===== config.mk =====
export PLATFORM = sky130hd
export DESIGN_NAME = ram_port_arbiter
export DESIGN_NICKNAME = d
export VERILOG_FILES = /design/src/rtl/ram_port_arbiter.sv
export SDC_FILE = /design/constraint.sdc
export NUM_CORES = 1
export LEC_CHECK = 0
export ABC_AREA = 1
export CAP_MARGIN = 0
export CORE_MARGIN = 5
export CORE_UTILIZATION = 31
export DETAILED_ROUTE_END_ITERATION = 8
export PLACE_DENSITY = 0.79
export SLEW_MARGIN = 20
export SYNTH_ARGS = -nofsm -noshare
export SYNTH_HDL_FRONTEND = slang
export SYNTH_SLANG_ARGS = --single-unit

===== constraint.sdc =====
create_clock -name cpu_clk -period 1.2 [get_ports cpu_clk]
set_input_delay 0.18 -clock cpu_clk [delete_from_list [all_inputs] [get_ports cpu_clk]]
set_output_delay 0.18 -clock cpu_clk [all_outputs]
set_load 0.05 [all_outputs]

===== src/rtl/ram_port_arbiter.sv =====
// ram_port_arbiter
//   Shares one single-port synchronous RAM (1-cycle read latency) between the
//   CPU data port and the VGA screen-fetch port. The CPU has fixed priority.
//   A pending screen read that has been blocked for MAX_WAIT cycles is forced
//   through on the next cycle. A saturating counter records the cycles the CPU
//   spent blocked, for the perf display.
//
// Ports
//   cpu_clk, reset                      clock; async active-high reset
//   cpu_req/we/addr/wdata -> cpu_gnt    CPU request, granted combinationally
//   cpu_rvalid, cpu_rdata               CPU read return, 1 cycle after grant
//   scr_req/addr -> scr_gnt             screen read request / grant
//   scr_rvalid, scr_rdata               screen read return, 1 cycle after grant
//   mem_en/we/addr/wdata, mem_rdata     single-port RAM interface
//   cpu_stall_cnt                       saturating count of CPU-blocked cycles
module ram_port_arbiter #(
    parameter int DATA_WIDTH      = 16,
    parameter int ADDR_WIDTH      = 12,
    parameter int MAX_WAIT        = 4,   // 1..15
    parameter int STALL_CNT_WIDTH = 16
) (
    input  logic                       cpu_clk,
    input  logic                       reset,
    input  logic                       cpu_req,
    input  logic                       cpu_we,
    input  logic [ADDR_WIDTH-1:0]      cpu_addr,
    input  logic [DATA_WIDTH-1:0]      cpu_wdata,
    output logic                       cpu_gnt,
    output logic                       cpu_rvalid,
    output logic [DATA_WIDTH-1:0]      cpu_rdata,
    input  logic                       scr_req,
    input  logic [ADDR_WIDTH-1:0]      scr_addr,
    output logic                       scr_gnt,
    output logic                       scr_rvalid,
    output logic [DATA_WIDTH-1:0]      scr_rdata,
    output logic                       mem_en,
    output logic                       mem_we,
    output logic [ADDR_WIDTH-1:0]      mem_addr,
    output logic [DATA_WIDTH-1:0]      mem_wdata,
    input  logic [DATA_WIDTH-1:0]      mem_rdata,
    output logic [STALL_CNT_WIDTH-1:0] cpu_stall_cnt
);

    typedef enum logic [1:0] {
        IDLE   = 2'd0,
        CPU_RD = 2'd1,
        SCR_RD = 2'd2
    } owner_t;

    localparam logic [3:0] MAX_W = 4'(MAX_WAIT);

    owner_t                     r_owner;
    logic [3:0]                 r_wait_cnt;
    logic [STALL_CNT_WIDTH-1:0] r_stall_cnt;

    logic w_force;
    logic w_scr_gnt;
    logic w_cpu_gnt;

    // The screen wins only when the CPU is idle or the screen has waited
    // long enough; otherwise the CPU keeps its fixed priority.
    assign w_force   = scr_req && (r_wait_cnt == MAX_W);
    assign w_scr_gnt = scr_req && (!cpu_req || w_force);
    assign w_cpu_gnt = cpu_req && !w_scr_gnt;

    assign cpu_gnt   = w_cpu_gnt;
    assign scr_gnt   = w_scr_gnt;

    assign mem_en    = w_cpu_gnt | w_scr_gnt;
    assign mem_we    = w_cpu_gnt & cpu_we;
    assign mem_addr  = w_cpu_gnt ? cpu_addr :
                       w_scr_gnt ? scr_addr : '0;
    assign mem_wdata = w_cpu_gnt ? cpu_wdata : '0;

    // Both read ports see the RAM output directly; the owner register
    // remembers who issued last cycle's read and qualifies it.
    assign cpu_rvalid    = (r_owner == CPU_RD);
    assign scr_rvalid    = (r_owner == SCR_RD);
    assign cpu_rdata     = mem_rdata;
    assign scr_rdata     = mem_rdata;
    assign cpu_stall_cnt = r_stall_cnt;

    always_ff @(posedge cpu_clk or posedge reset) begin
        if (reset) begin
            r_owner     <= IDLE;
            r_wait_cnt  <= '0;
            r_stall_cnt <= '0;
        end else begin
            if (w_cpu_gnt && !cpu_we)
                r_owner <= CPU_RD;
            else if (w_scr_gnt)
                r_owner <= SCR_RD;
            else
                r_owner <= IDLE;

            // A blocked screen request always gets the forced grant once the
            // count reaches MAX_W, so the hold branch only guards against an
            // out-of-range parameter.
            if (!scr_req || w_scr_gnt)
                r_wait_cnt <= '0;
            else if (r_wait_cnt != MAX_W)
                r_wait_cnt <= r_wait_cnt + 4'd1;

            if (cpu_req && !w_cpu_gnt && (r_stall_cnt != '1))
                r_stall_cnt <= r_stall_cnt + 1'b1;
        end
    end

endmodule


==> results of run 1 <==
==> area by class of cell <==
class                           instances  area [sq um]
Clock buffer                            3          41.3
Fill cell                             400          1880
Inverter                               36           150
Multi-Input combinational cell        190          1310
Sequential cell                        22           571
Tap cell                               75          93.8
Timing Repair Buffer                  143          1800
Timing Repair inverter                  1          7.51
==> layer usage <==
layer	part of all wire	vias to the layer above	wire [um]	global-route usage
li1	-	1042	-	-
met1	0.39	991	2550	0.194
met2	0.51	99	3400	0.303
met3	0.076	11	502	0.0322
met4	0.023	0	151	0.0652
met5	0	-	0	0
==> logic make-up (layout without fill, tap and decap cells) <==
group | Yosys count | count (layout) | synth area share
AOI/OAI and AO/OA | 7 | 7 | 0.0211
and+or+nand+nor | 170 | 172 | 0.387
buffers and inverters | 74 | 183 | 0.233
adders and majority gates | 3 | 3 | 0.0204
DFF | 22 | 22 | 0.300
xor gates and xnor gates | 8 | 8 | 0.0381
==> power groups by stage <==
stage                     Sequential, mW  Clock, mW  Combinational, mW
after floorplan                    0.783          0              0.752
after global placement             0.771          0              0.901
after detailed placement           0.771          0              0.912
after CTS                          0.757      0.485              0.975
after global routing               0.761      0.521               1.07
final                              0.759      0.469               1.02
==> cell usage in the layout, fill, tap and decap left out, drive strengths merged <==
cell and n:
buf 98, ha 3, nand2 116, clkdlybuf4s50 42
dfrtp 22, clkinvlp 1, dlygate4sd2 2, nor2 40
nand3 6, xnor2 6, o21ai 6, nand3b 1
xor2 2, or2 1, inv 36, nand4 8
clkbuf 4, a21oi 1
==> critical path, cell delays in order, from the launching register on <==
cell and delay [ns]:
dfrtp_1 0.37, inv_2 0.05, ha_4 0.16, nand3_4 0.06, nand2_4 0.07, nand2_4 0.11
clkinvlp_4 0.19, nand2_2 0.13, nand2_4 0.06, buf_12 0.14
==> stage by stage <==
stage | hold slack (ns) | power, mW | area, sq um | instances
6_report | 0.227 | 2.25 | 3970 | 470
5_1_grt | 0.265 | 2.35 | 3970 | 470
4_1_cts | 0.229 | 2.22 | 3740 | 466
3_5_place_dp | 0.361 | 1.68 | 3470 | 455
3_3_place_gp | 0.361 | 1.67 | 3470 | 455
2_1_floorplan | 0.168 | 1.53 | 2160 | 284
==> Yosys cell counts (all sizes together) <==
cell type  number  area share
nand3           6       0.019
buf            38        0.16
nand4           8       0.027
nor2           40       0.095
or2             1      0.0034
xor2            2      0.0095
ha              3       0.020
o21ai           6       0.016
nand3b          1      0.0041
dfrtp          22        0.30
a21oi           1      0.0048
xnor2           6       0.029
inv            36       0.074
nand2         114        0.24
==> flip-flops by register name, indices dropped and copies added (netlist names) <==
name / count
r_owner: 2
r_wait_cnt: 4
cpu_stall_cnt: 16
==> worst max-delay path by stage <==
stage | endpoint | slack [ns] | cells after the start
finish | mem_addr[0] | -0.59 | 9
CTS | mem_addr[1] | -0.60 | 9
global placement | mem_addr[11] | -0.56 | 10
floorplan | mem_addr[10] | -0.29 | 9
global route | mem_addr[8] | -0.68 | 9
detailed placement | mem_addr[3] | -0.60 | 10
==> repair_timing <==
item                                    in CTS  in global routing
resized for setup                           49                 53
gates cloned                                 3                  1
endpoints found under the setup margin      55                 67
buffers inserted                             5                  5
pin swaps                                    4                 15
==> impl_metrics.env, run 1 <==
export IMPL_dr_pass1_iters=4
export IMPL_end_kind="output pin"
export IMPL_start_kind="flip-flop"
export IMPL_syn_area_sq_um=1840
export IMPL_num_rows=28
export IMPL_synth_nets=348
export IMPL_pre_cts_ws_ns=-0.599
export IMPL_regToRegEndpoint="cpu_stall_cnt[13]"
export IMPL_ys_seq_area_frac=0.300
export IMPL_numClockSinks=22
export IMPL_slew_violations=0
export IMPL_ys_ff_latch=22
export IMPL_max_freq_mhz=557
export IMPL_cts_buffers=3
export IMPL_drive_above_1_share=0.542
export IMPL_core_area_sq_um=5850
export IMPL_via_count=2143
export IMPL_clkPwrFrac=0.209
export IMPL_rr_worst_depth=8
export IMPL_crit_required_ns=1.02
export IMPL_grt_pass1_vias=2154
export IMPL_tightestPinTransition_ns=0.259
export IMPL_rsz0062_at_grt="true"
export IMPL_hold_viol=0
export IMPL_drt_iter0_drc=32
export IMPL_reg2reg_slack_ns=-0.23
export IMPL_synthCells=284
export IMPL_drc_errors=0
export IMPL_cts_root_buf="clkbuf_8"
export IMPL_crit_path_start="r_wait_cnt[1]"
export IMPL_routabilityCongestion=0.869
export IMPL_fin_skew_ns=0.00283
export IMPL_design_die_area_sq_um=7570
export IMPL_avgRoutedWirePerCell_um=14.0
export IMPL_cap_violations=0
export IMPL_area_delta_synth_final_pct=116
export IMPL_clk_path_buf_depth=2
export IMPL_peakVddDrop_mv=0.428
export IMPL_p_sw_uw=783
export IMPL_cts_tree="done"
export IMPL_grt_overflow=0
export IMPL_antenna_found_initial=0
export IMPL_p_seq_frac=0.338
export IMPL_die_y_um=87
export IMPL_p_comb_frac=0.453
export IMPL_io_pins=143
export IMPL_period_needed_ns=1.79
export IMPL_diodes=0
export IMPL_htreeDepth=1
export IMPL_io_buffers=94
export IMPL_initial_core_util=0.314
export IMPL_viasPerCell=4.56
export IMPL_setup_slack_ns=-0.595
export IMPL_violations="setup timing"
export IMPL_clkTransAtPathRegs_ns=0.08
export IMPL_r2r_start="r_wait_cnt[3]"
export IMPL_cts_hold_buf=0
export IMPL_grt_max_degree=23
export IMPL_post_route_util=0.678
export IMPL_status="finished with violations"
export IMPL_p_leak_nw=1.78
export IMPL_die_width_um=87
export IMPL_ys_types=24
export IMPL_worstHoldPathType="input port to asynchronous set/reset pin"
export IMPL_tns_ns=-19.91
export IMPL_antenna_left=0
export IMPL_power_internal_mw=1.47
export IMPL_grt_pass1_wl_um=10000
export IMPL_timing_slew_headroom=0.827
export IMPL_hpwl_um=4700
export IMPL_sw_frac_of_total=0.348
export IMPL_layout_worst_path_cycle_share=1.50
export IMPL_clk_latency_ns=0.27
export IMPL_avgSynthCellArea_sq_um=6.47
export IMPL_crit_type="flip-flop to output pin"
export IMPL_power_density_nw_per_um2=567
export IMPL_grt_use_total=0.168
export IMPL_drt_wl_total_um=6600
export IMPL_synth_warnings=0
export IMPL_setup_viol=53
export IMPL_worstPathArrival_ns=1.61
export IMPL_num_nets_final=461
export IMPL_crit_fanout=6
Power figures use the tool's default switching activity.
==> inputs of run 2 (changes only) <==
--- a/config.mk
+++ b/config.mk
@@ -10,6 +10,7 @@
 export CORE_MARGIN = 5
 export CORE_UTILIZATION = 31
 export DETAILED_ROUTE_END_ITERATION = 8
+export GPL_ROUTABILITY_DRIVEN = 0
 export PLACE_DENSITY = 0.79
 export SLEW_MARGIN = 20
 export SYNTH_ARGS = -nofsm -noshare
==> results of run 2 <==
No change in the layout: final DEF, timing and power equal those of run 1.
